**src/rtl/generation_scheduler.sv**
```systemverilog
// Generation sequencer for the ping-pong Game-of-Life banks: issues toroidal row fetches, tracks returned row writes, swaps banks.
// Optional GEN_SCHED_FRAME_SYNC_EN: when defined, the bank swap waits for frame_start; otherwise it swaps one cycle after the final write.
module generation_scheduler #(
    parameter int Y_SIZE    = 720,
    parameter int Y_WIDTH   = 10,
    parameter int GEN_WIDTH = 16
) (
    input  logic                 clk,
    input  logic                 rst_n,
    input  logic                 pause_req,
    input  logic                 step_req,
    input  logic                 frame_start,
    output logic                 fetch_valid,
    input  logic                 fetch_ready,
    output logic [Y_WIDTH-1:0]   line_buffer_fetch_addr,
    input  logic                 parallel_next_state_write_en,
    input  logic [Y_WIDTH-1:0]   parallel_next_state_write_addr,
    output logic                 mode,
    output logic [GEN_WIDTH-1:0] gen_count,
    output logic                 gen_done,
    output logic                 busy,
    output logic                 seq_err
);

    localparam int CNT_W = $clog2(Y_SIZE + 2);
    localparam logic [Y_WIDTH-1:0] LAST_ROW   = Y_WIDTH'(Y_SIZE - 1);
    localparam logic [CNT_W-1:0]   LAST_FETCH = CNT_W'(Y_SIZE + 1);

    typedef enum logic [1:0] {
        PAUSED,
        RUN,
        DRAIN,
        WAIT_SWAP
    } state_e;

    state_e                 state_q;
    logic                   fetch_valid_q;
    logic [Y_WIDTH-1:0]     fetch_addr_q;
    logic [Y_WIDTH-1:0]     fetch_addr_d;
    logic [CNT_W-1:0]       fetch_cnt_q;
    logic [Y_WIDTH-1:0]     exp_row_q;
    logic                   step_q;
    logic                   mode_q;
    logic [GEN_WIDTH-1:0]   gen_count_q;
    logic                   gen_done_q;
    logic                   busy_q;
    logic                   seq_err_q;
    logic                   swap_go;

    // Row wrap is by compare so non-power-of-2 grid heights work.
    always_comb begin
        fetch_addr_d = (fetch_addr_q == LAST_ROW) ? '0 : fetch_addr_q + 1'b1;
    end

`ifdef GEN_SCHED_FRAME_SYNC_EN
    always_comb begin
        swap_go = frame_start;
    end
`else
    logic unused_frame_start;
    assign unused_frame_start = frame_start;
    always_comb begin
        swap_go = 1'b1;
    end
`endif

    always_ff @(posedge clk or negedge rst_n) begin
        if (!rst_n) begin
            state_q       <= PAUSED;
            fetch_valid_q <= 1'b0;
            fetch_addr_q  <= LAST_ROW;
            fetch_cnt_q   <= '0;
            exp_row_q     <= '0;
            step_q        <= 1'b0;
            mode_q        <= 1'b0;
            gen_count_q   <= '0;
            gen_done_q    <= 1'b0;
            busy_q        <= 1'b0;
            seq_err_q     <= 1'b0;
        end else begin
            gen_done_q <= 1'b0;
            case (state_q)
                PAUSED: begin
                    if (parallel_next_state_write_en) begin
                        seq_err_q <= 1'b1;
                    end
                    // fetch_valid rises one cycle after leaving PAUSED
                    if (!pause_req || step_req) begin
                        state_q      <= RUN;
                        busy_q       <= 1'b1;
                        step_q       <= step_req;
                        fetch_addr_q <= LAST_ROW;
                        fetch_cnt_q  <= '0;
                        exp_row_q    <= '0;
                    end
                end
                RUN: begin
                    if (!fetch_valid_q) begin
                        fetch_valid_q <= 1'b1;
                    end else if (fetch_ready) begin
                        if (fetch_cnt_q == LAST_FETCH) begin
                            state_q       <= DRAIN;
                            fetch_valid_q <= 1'b0;
                        end else begin
                            fetch_cnt_q  <= fetch_cnt_q + 1'b1;
                            fetch_addr_q <= fetch_addr_d;
                        end
                    end
                end
                DRAIN: begin
                end
                WAIT_SWAP: begin
                    if (parallel_next_state_write_en) begin
                        seq_err_q <= 1'b1;
                    end
                    if (swap_go) begin
                        mode_q      <= ~mode_q;
                        gen_count_q <= gen_count_q + 1'b1;
                        gen_done_q  <= 1'b1;
                        step_q      <= 1'b0;
                        if (step_q || pause_req) begin
                            state_q <= PAUSED;
                            busy_q  <= 1'b0;
                        end else begin
                            state_q       <= RUN;
                            fetch_valid_q <= 1'b1;
                            fetch_addr_q  <= LAST_ROW;
                            fetch_cnt_q   <= '0;
                            exp_row_q     <= '0;
                        end
                    end
                end
                default: begin
                    state_q <= PAUSED;
                end
            endcase

            // The final row write ends the generation even if fetches are still outstanding.
            if ((state_q == RUN || state_q == DRAIN) && parallel_next_state_write_en) begin
                if (parallel_next_state_write_addr != exp_row_q) begin
                    seq_err_q <= 1'b1;
                end
                if (exp_row_q == LAST_ROW) begin
                    state_q       <= WAIT_SWAP;
                    fetch_valid_q <= 1'b0;
                    exp_row_q     <= '0;
                end else begin
                    exp_row_q <= exp_row_q + 1'b1;
                end
            end
        end
    end

    assign fetch_valid            = fetch_valid_q;
    assign line_buffer_fetch_addr = fetch_addr_q;
    assign mode                   = mode_q;
    assign gen_count              = gen_count_q;
    assign gen_done               = gen_done_q;
    assign busy                   = busy_q;
    assign seq_err                = seq_err_q;

endmodule

```
**config.mk**
```make
export PLATFORM = sky130hd
export DESIGN_NAME = generation_scheduler
export DESIGN_NICKNAME = d
export VERILOG_FILES = /design/src/rtl/generation_scheduler.sv
export SDC_FILE = /design/constraint.sdc
export NUM_CORES = 1
export LEC_CHECK = 0
export ABC_AREA = 1
export BUFFER_PORTS_ARGS = -buffer_cell sky130_fd_sc_hd__buf_2
export CORE_ASPECT_RATIO = 1.75
export CORE_MARGIN = 3
export CORE_UTILIZATION = 58
export CTS_CLUSTER_DIAMETER = 150
export DETAILED_ROUTE_END_ITERATION = 7
export PLACE_DENSITY = 0.8
export SLEW_MARGIN = 20
export SYNTH_ARGS = -nofsm -noshare
export SYNTH_HDL_FRONTEND = slang
export SYNTH_SLANG_ARGS = --single-unit
```
**constraint.sdc**
```tcl
create_clock -name clk -period 1.9 [get_ports clk]
set_input_delay 0.38 -clock clk [delete_from_list [all_inputs] [get_ports clk]]
set_output_delay 0.38 -clock clk [all_outputs]
set_load 0.02 [all_outputs]
```
== After elaboration in Yosys (flattened, before gate mapping) ==
Index checks and enable logic that the tools add are counted.

* $add $sub $neg: 4
* Eq/ne operators: 15
* Muxes and demuxes: 41
* Bitwise operators: 1
* Reduce and logical (&&, ||, !) cells: 14

{| class="wikitable"
|+ Operator list
! operator !! count
|-
| $mux W10 || 13
|-
| $pmux W10 S3 || 2
|-
| $add A10 B1 Y10 const B || 3
|-
| $eq A10 B10 Y1 const B || 3
|-
| $pmux W10 S2 || 1
|-
| $add A16 B1 Y16 const B || 1
|-
| $mux W1 || 15
|-
| $mux W2 || 6
|-
| $ne A2 B2 Y1 const B || 6
|-
| $ne A10 B10 Y1 || 1
|-
| $ne A3 B3 Y1 const B || 2
|-
| $pmux W1 S2 || 3
|-
| $pmux W2 S3 || 1
|-
| $reduce_and A3 Y1 || 2
|-
| $reduce_and A6 Y1 || 1
|-
| $reduce_bool A3 Y1 || 2
|-
| $eq A2 B2 Y1 const B || 2
|-
| $logic_or A1 B1 Y1 || 3
|-
| $eq A2 B1 Y1 const B || 1
|-
| $logic_not A2 Y1 || 1
|-
| $reduce_and A2 Y1 || 1
|-
| $reduce_bool A2 Y1 || 1
|-
| $reduce_or A2 Y1 || 1
|-
| $logic_and A1 B1 Y1 || 1
|-
| 2 further kinds || 2
|}

* Register bits: 54
* Bits of input ports: 17
* Logic and storage cells: 86

== Depth between registers and ports, before layout ==
* Depth in word-level cells: 7
* Depth in mapped cells: 10
* Depth with buffers taken out: 9

== Least setup slack after synthesis ==
Ideal clock, no wire load.

* Kind: register to register
* Start: register fetch_addr_q[0] (netlist: line_buffer_fetch_addr[0])
* End: register fetch_addr_q[4] (netlist: line_buffer_fetch_addr[4])
* Arrival time: 1.393 ns
* Required time: 1.783 ns
* Path slack: 0.390 ns
* Stages on the path, launching flop included: 9
* Path buffers: 0
* Cell sequence: dfstp_2 ha_1 nand2_1 nor2_1 nand4_1 nand3b_1 nor2_1 nand2_1 nand2_1

* Longest elaborated chain between the ends: 6
* Elaborated cells between the ends (all ways): 7

{| class="wikitable"
|+ Ends and longest elaborated chain
! item !! RTL line !! text
|-
| from (decl) || 38 || <nowiki>logic [Y_WIDTH-1:0] fetch_addr_q;</nowiki>
|-
| from (signal assigned) || 106 || <nowiki>fetch_addr_q <= fetch_addr_d;</nowiki>
|-
| $add A10 B1 Y10 / $eq A10 B10 Y1 (equally long branches) || 52 || <nowiki>fetch_addr_d = (fetch_addr_q == LAST_ROW) ? '0 : fetch_addr_q + 1'b1;</nowiki>
|-
| $mux W10 (*) || 52 ||
|-
| $mux W10 (*) || 101 || <nowiki>if (fetch_cnt_q == LAST_FETCH) begin</nowiki>
|-
| $mux W10 (*) || 100 || <nowiki>end else if (fetch_ready) begin</nowiki>
|-
| $mux W10 (*) || 98 || <nowiki>if (!fetch_valid_q) begin</nowiki>
|-
| $pmux W10 S3 (*) || 82 || <nowiki>case (state_q)</nowiki>
|}

Mark *: on every way between the ends. The rest lies on a longest branch, timed or not. The select of a mux whose other input is x is not followed.
A chain may end at the register's enable or synchronous reset.

== Final worst setup path ==
* Start: register state_q[1]
* End: register gen_count_q[14] (netlist: gen_count[14])

* Longest elaborated chain between the ends: 1

{| class="wikitable"
|+ Ends and longest elaborated chain
! item !! RTL line !! text
|-
| from (decl) || 36 || <nowiki>state_e state_q;</nowiki>
|-
| from (signal assigned) || 69 || <nowiki>state_q <= PAUSED;</nowiki>
|-
| from (signal assigned) || 89 || <nowiki>state_q <= RUN;</nowiki>
|-
| from (signal assigned) || 102 || <nowiki>state_q <= DRAIN;</nowiki>
|-
| $eq A2 B2 Y1 || 82 ||
|-
| to (signal assigned) || 118 || <nowiki>gen_count_q <= gen_count_q + 1'b1;</nowiki>
|-
| to (decl) || 44 || <nowiki>logic [GEN_WIDTH-1:0] gen_count_q;</nowiki>
|}

Every way passes these cells.

==> load_flow_metrics.sql <==
INSERT INTO impl_metrics (metric_group, metric, value, unit) VALUES
('outcome', 'run_status', 'complete, no violations', ''),
('final_layout', 'area_used_by_multi_input_combinational_logic', '1780', 'um2'),
('global_route', 'grt_use_total', '23.9', '%'),
('die', 'floorplan.io_pins', '48', ''),
('timing', 'timing.final.hold_violations', '0', ''),
('global_route', 'first_pass_grt_wire_length', '13200', 'um'),
('final_layout', 'antenna_cells', '0', ''),
('clocking', 'cts.reportedPaths.clkPinSlew', '100', 'ps'),
('yosys', 'synth_seq_cells', '54', ''),
('final_layout', 'final_layout_size_suffix_gt1_share', '17.2', '%'),
('final_layout', 'final-seq-area', '1360', 'um2'),
('timing', 'worst_slew_pin_slew', '389', 'ps'),
('timing', 'rsz0062_at_grt', 'false', ''),
('global_route', 'antenna_found_initial', '0', ''),
('timing', 'setup-tns-final', '0', 'ps'),
('yosys', 'synth.yosys.seq_area_share', '39.6', '%'),
('final_layout', 'fillers', '517', ''),
('yosys', 'syn-cell-area', '3440', 'um2'),
('yosys', 'syn_nets', '500', ''),
('clocking', 'ctsResizeCount', '0', ''),
('clocking', 'tritoncts_clock_tree', 'done', ''),
('worst_setup_path', 'cpMaxStageDelayCell', 'dfrtp_1', ''),
('yosys', 'synthTopCellsByArea', 'dfrtp_1, nand2_1, nand3_1', ''),
('yosys', 'synth_top_area_cell', 'dfrtp_1', ''),
('die', 'floorplan.die_area', '6920', 'um2'),
('die', 'initial_core_util', '60.6', '%'),
('timing', 'final_critical_path_setup_slack', '166', 'ps'),
('global_route', 'global_route_congestion_overflow_total', '0', ''),
('pwr', 'internal-power', '0.00220', 'W'),
('pwr', 'max_rail_drop_vdd', '650', 'uV'),
('detailed_routing', 'drt-pass1-iter-count', '4', ''),
('timing', 'final_clock_skew', '12.0', 'ps'),
('placed_design', 'dpl_cell_area', '3760', 'um2'),
('pwr', 'p_sw', '0.00163', 'W'),
('placed_design', 'dpl_worst_slack', '184', 'ps'),
('final_layout', 'final_design_area_no_fill', '3840', 'um2'),
('detailed_routing', 'drt_wirelength', '7490', 'um'),
('final_layout', 'mostFrequentLayoutCells', 'nand2_1, inv_1, nor2_1', ''),
('pwr', 'swShare', '42.5', '%'),
('job', 'max-cap-violations', '0', ''),
('clocking', 'cts_root_buf', 'clkbuf_8', ''),
('timing', 'achievable-frequency', '577', 'MHz'),
('timing', 'fin_worst_hold_slack', '48.8', 'ps'),
('timing', 'min_period', '1730', 'ps'),
('worst_setup_path', 'cp.arrival', '1930', 'ps'),
('detailed_routing', 'routedWlPerCell', '12.5', 'um'),
('placed_design', 'post-dp-hpwl', '5560', 'um'),
('clocking', 'cts_hold_repair.buffers', '0', ''),
('detailed_routing', 'via_count_of_the_routed_design', '3167', ''),
('die', 'floorplan.rows', '36', ''),
('yosys', 'post_synth_num_cell_types', '33', ''),
('pwr', 'clock_power_share', '16.6', '%'),
('clocking', 'cts_max_level', '2', ''),
('clocking', 'cts_inserted_buffers', '5', ''),
('worst_setup_path', 'worstPathCellList', 'ha_1, buf_4, nand2_4, nor2_4, nand4_2, nor2_4, nand2_1, xor2_1', ''),
('timing', 'final.period_utilization', '91.3', '%'),
('pwr', 'comb_power_share', '40.4', '%'),
('timing', 'worst_slew_margin_rel', '74.0', '%'),
('final_layout', 'finish.net_count', '550', ''),
('yosys', 'synth_instances', '474', ''),
('detailed_routing', 'post-route-drc-count', '0', ''),
('placed_design', 'globalplace.congestion', '0.923', ''),
('die', 'die_width', '64.2', 'um'),
('yosys', 'synth_top_area_share', '34.2', '%'),
('timing', 'timing.final.setup_violations', '0', ''),
('worst_setup_path', 'timing.critical_path.from_type', 'register', ''),
('global_route', 'first_global_vias', '3094', ''),
('detailed_routing', '1st_iter_drt_viols', '235', ''),
('yosys', 'ys_warn_count', '0', ''),
('global_route', 'grt_start_max_net_pins', '55', ''),
('hold_path', 'worstHoldPathType', 'in2async', '');
[stage by stage]
step	util, %	cells
detailed placement	66.2	593
global placement	66.2	593
global route	67.6	600
CTS	67.6	600
floorplan	-	474
finish	67.6	600
[metal layers]
| metal | up-vias | routed length, um | GRT usage, % |
|---|---|---|---|
| met2 | 67 | 4110 | 45.8 |
| li1 | 1599 | - | - |
| met4 | 0 | 159 | 9.38 |
| met3 | 16 | 245 | 4.08 |
| met1 | 1485 | 2970 | 25.2 |
| met5 | - | 0 | 0 |
[cell usage after synthesis, drive strengths merged]
library cell and instances:
nand2 154, nor2 58, inv 56, dfrtp 47, nand3 46, nand4 21, o21ai 19, xor2 11
ha 9, buf 8, dfstp 7, xnor2 7, nor3 6, clkbuf 4, nand3b 4, or2 4
a21oi 3, o21bai 3, a21boi 2, o31ai 2, clkinv 1, nor4 1, o211ai 1
[power by group through the flow]
stage          registers [W]  clock network (W)  logic (W)
6_report             0.00165           0.000635    0.00155
3_3_place_gp         0.00165                  0    0.00152
2_1_floorplan        0.00174                  0    0.00106
3_5_place_dp         0.00167                  0    0.00156
5_1_grt              0.00169           0.000694    0.00177
4_1_cts              0.00165           0.000657    0.00157
[sequential cells by signal, indices dropped and copies added, names as in the netlist]
register and count:
mode 1, exp_row_q 10, fetch_cnt_q 10, gen_count 16
gen_done 1, seq_err 1, line_buffer_fetch_addr 10, state_q 2
step_q 1, busy 1, fetch_valid 1
[cells by family (layout without fill, tap and decap cells)]
logic type	Yosys count	count (layout)	share of synthesized area [%]
AOI/OAI and AO/OA	30	30	4.95
adders and majority gates	9	9	3.28
buffers and inverters	69	119	8.77
DFF	54	54	39.6
xor gates and xnor gates	18	18	4.59
and+or+nand+nor	294	294	38.8
[cell type report]
class,count,share of cell area [%]
multi-input combinational,351,46.3
timing repair buffer,55,8.09
clock buffer,6,1.89
clock inverter,1,0.196
tap,76,2.48
inverter,57,5.64
sequential,54,35.4
[critical path, delay by kind of cell (launching register included)]
| kind | cells | cell delay [ps] |
|---|---|---|
| XOR/XNOR | 1 | 140 |
| AND/OR/NAND/NOR | 5 | 540 |
| flip-flops | 1 | 430 |
| adder cells (fa/ha/maj) | 1 | 280 |
| buffers and inverters | 1 | 210 |
[worst paths after layout]
kind | startpoint | to | slack, ps | cells after the start
worst max-delay path | state_q[1] | gen_count[14] | 170 | 8
worst min-delay path | rst_n | fetch_cnt_q[8] | 50 | 2
worst max register to register | state_q[1] | gen_count[14] | 170 | 8
worst min register to register | seq_err | seq_err | 470 | 2
max in group asynchronous | rst_n | line_buffer_fetch_addr[1] | 1560 | 2
min in group clk | parallel_next_state_write_en | seq_err | 300 | 3
Power figures use the tool's default switching activity.
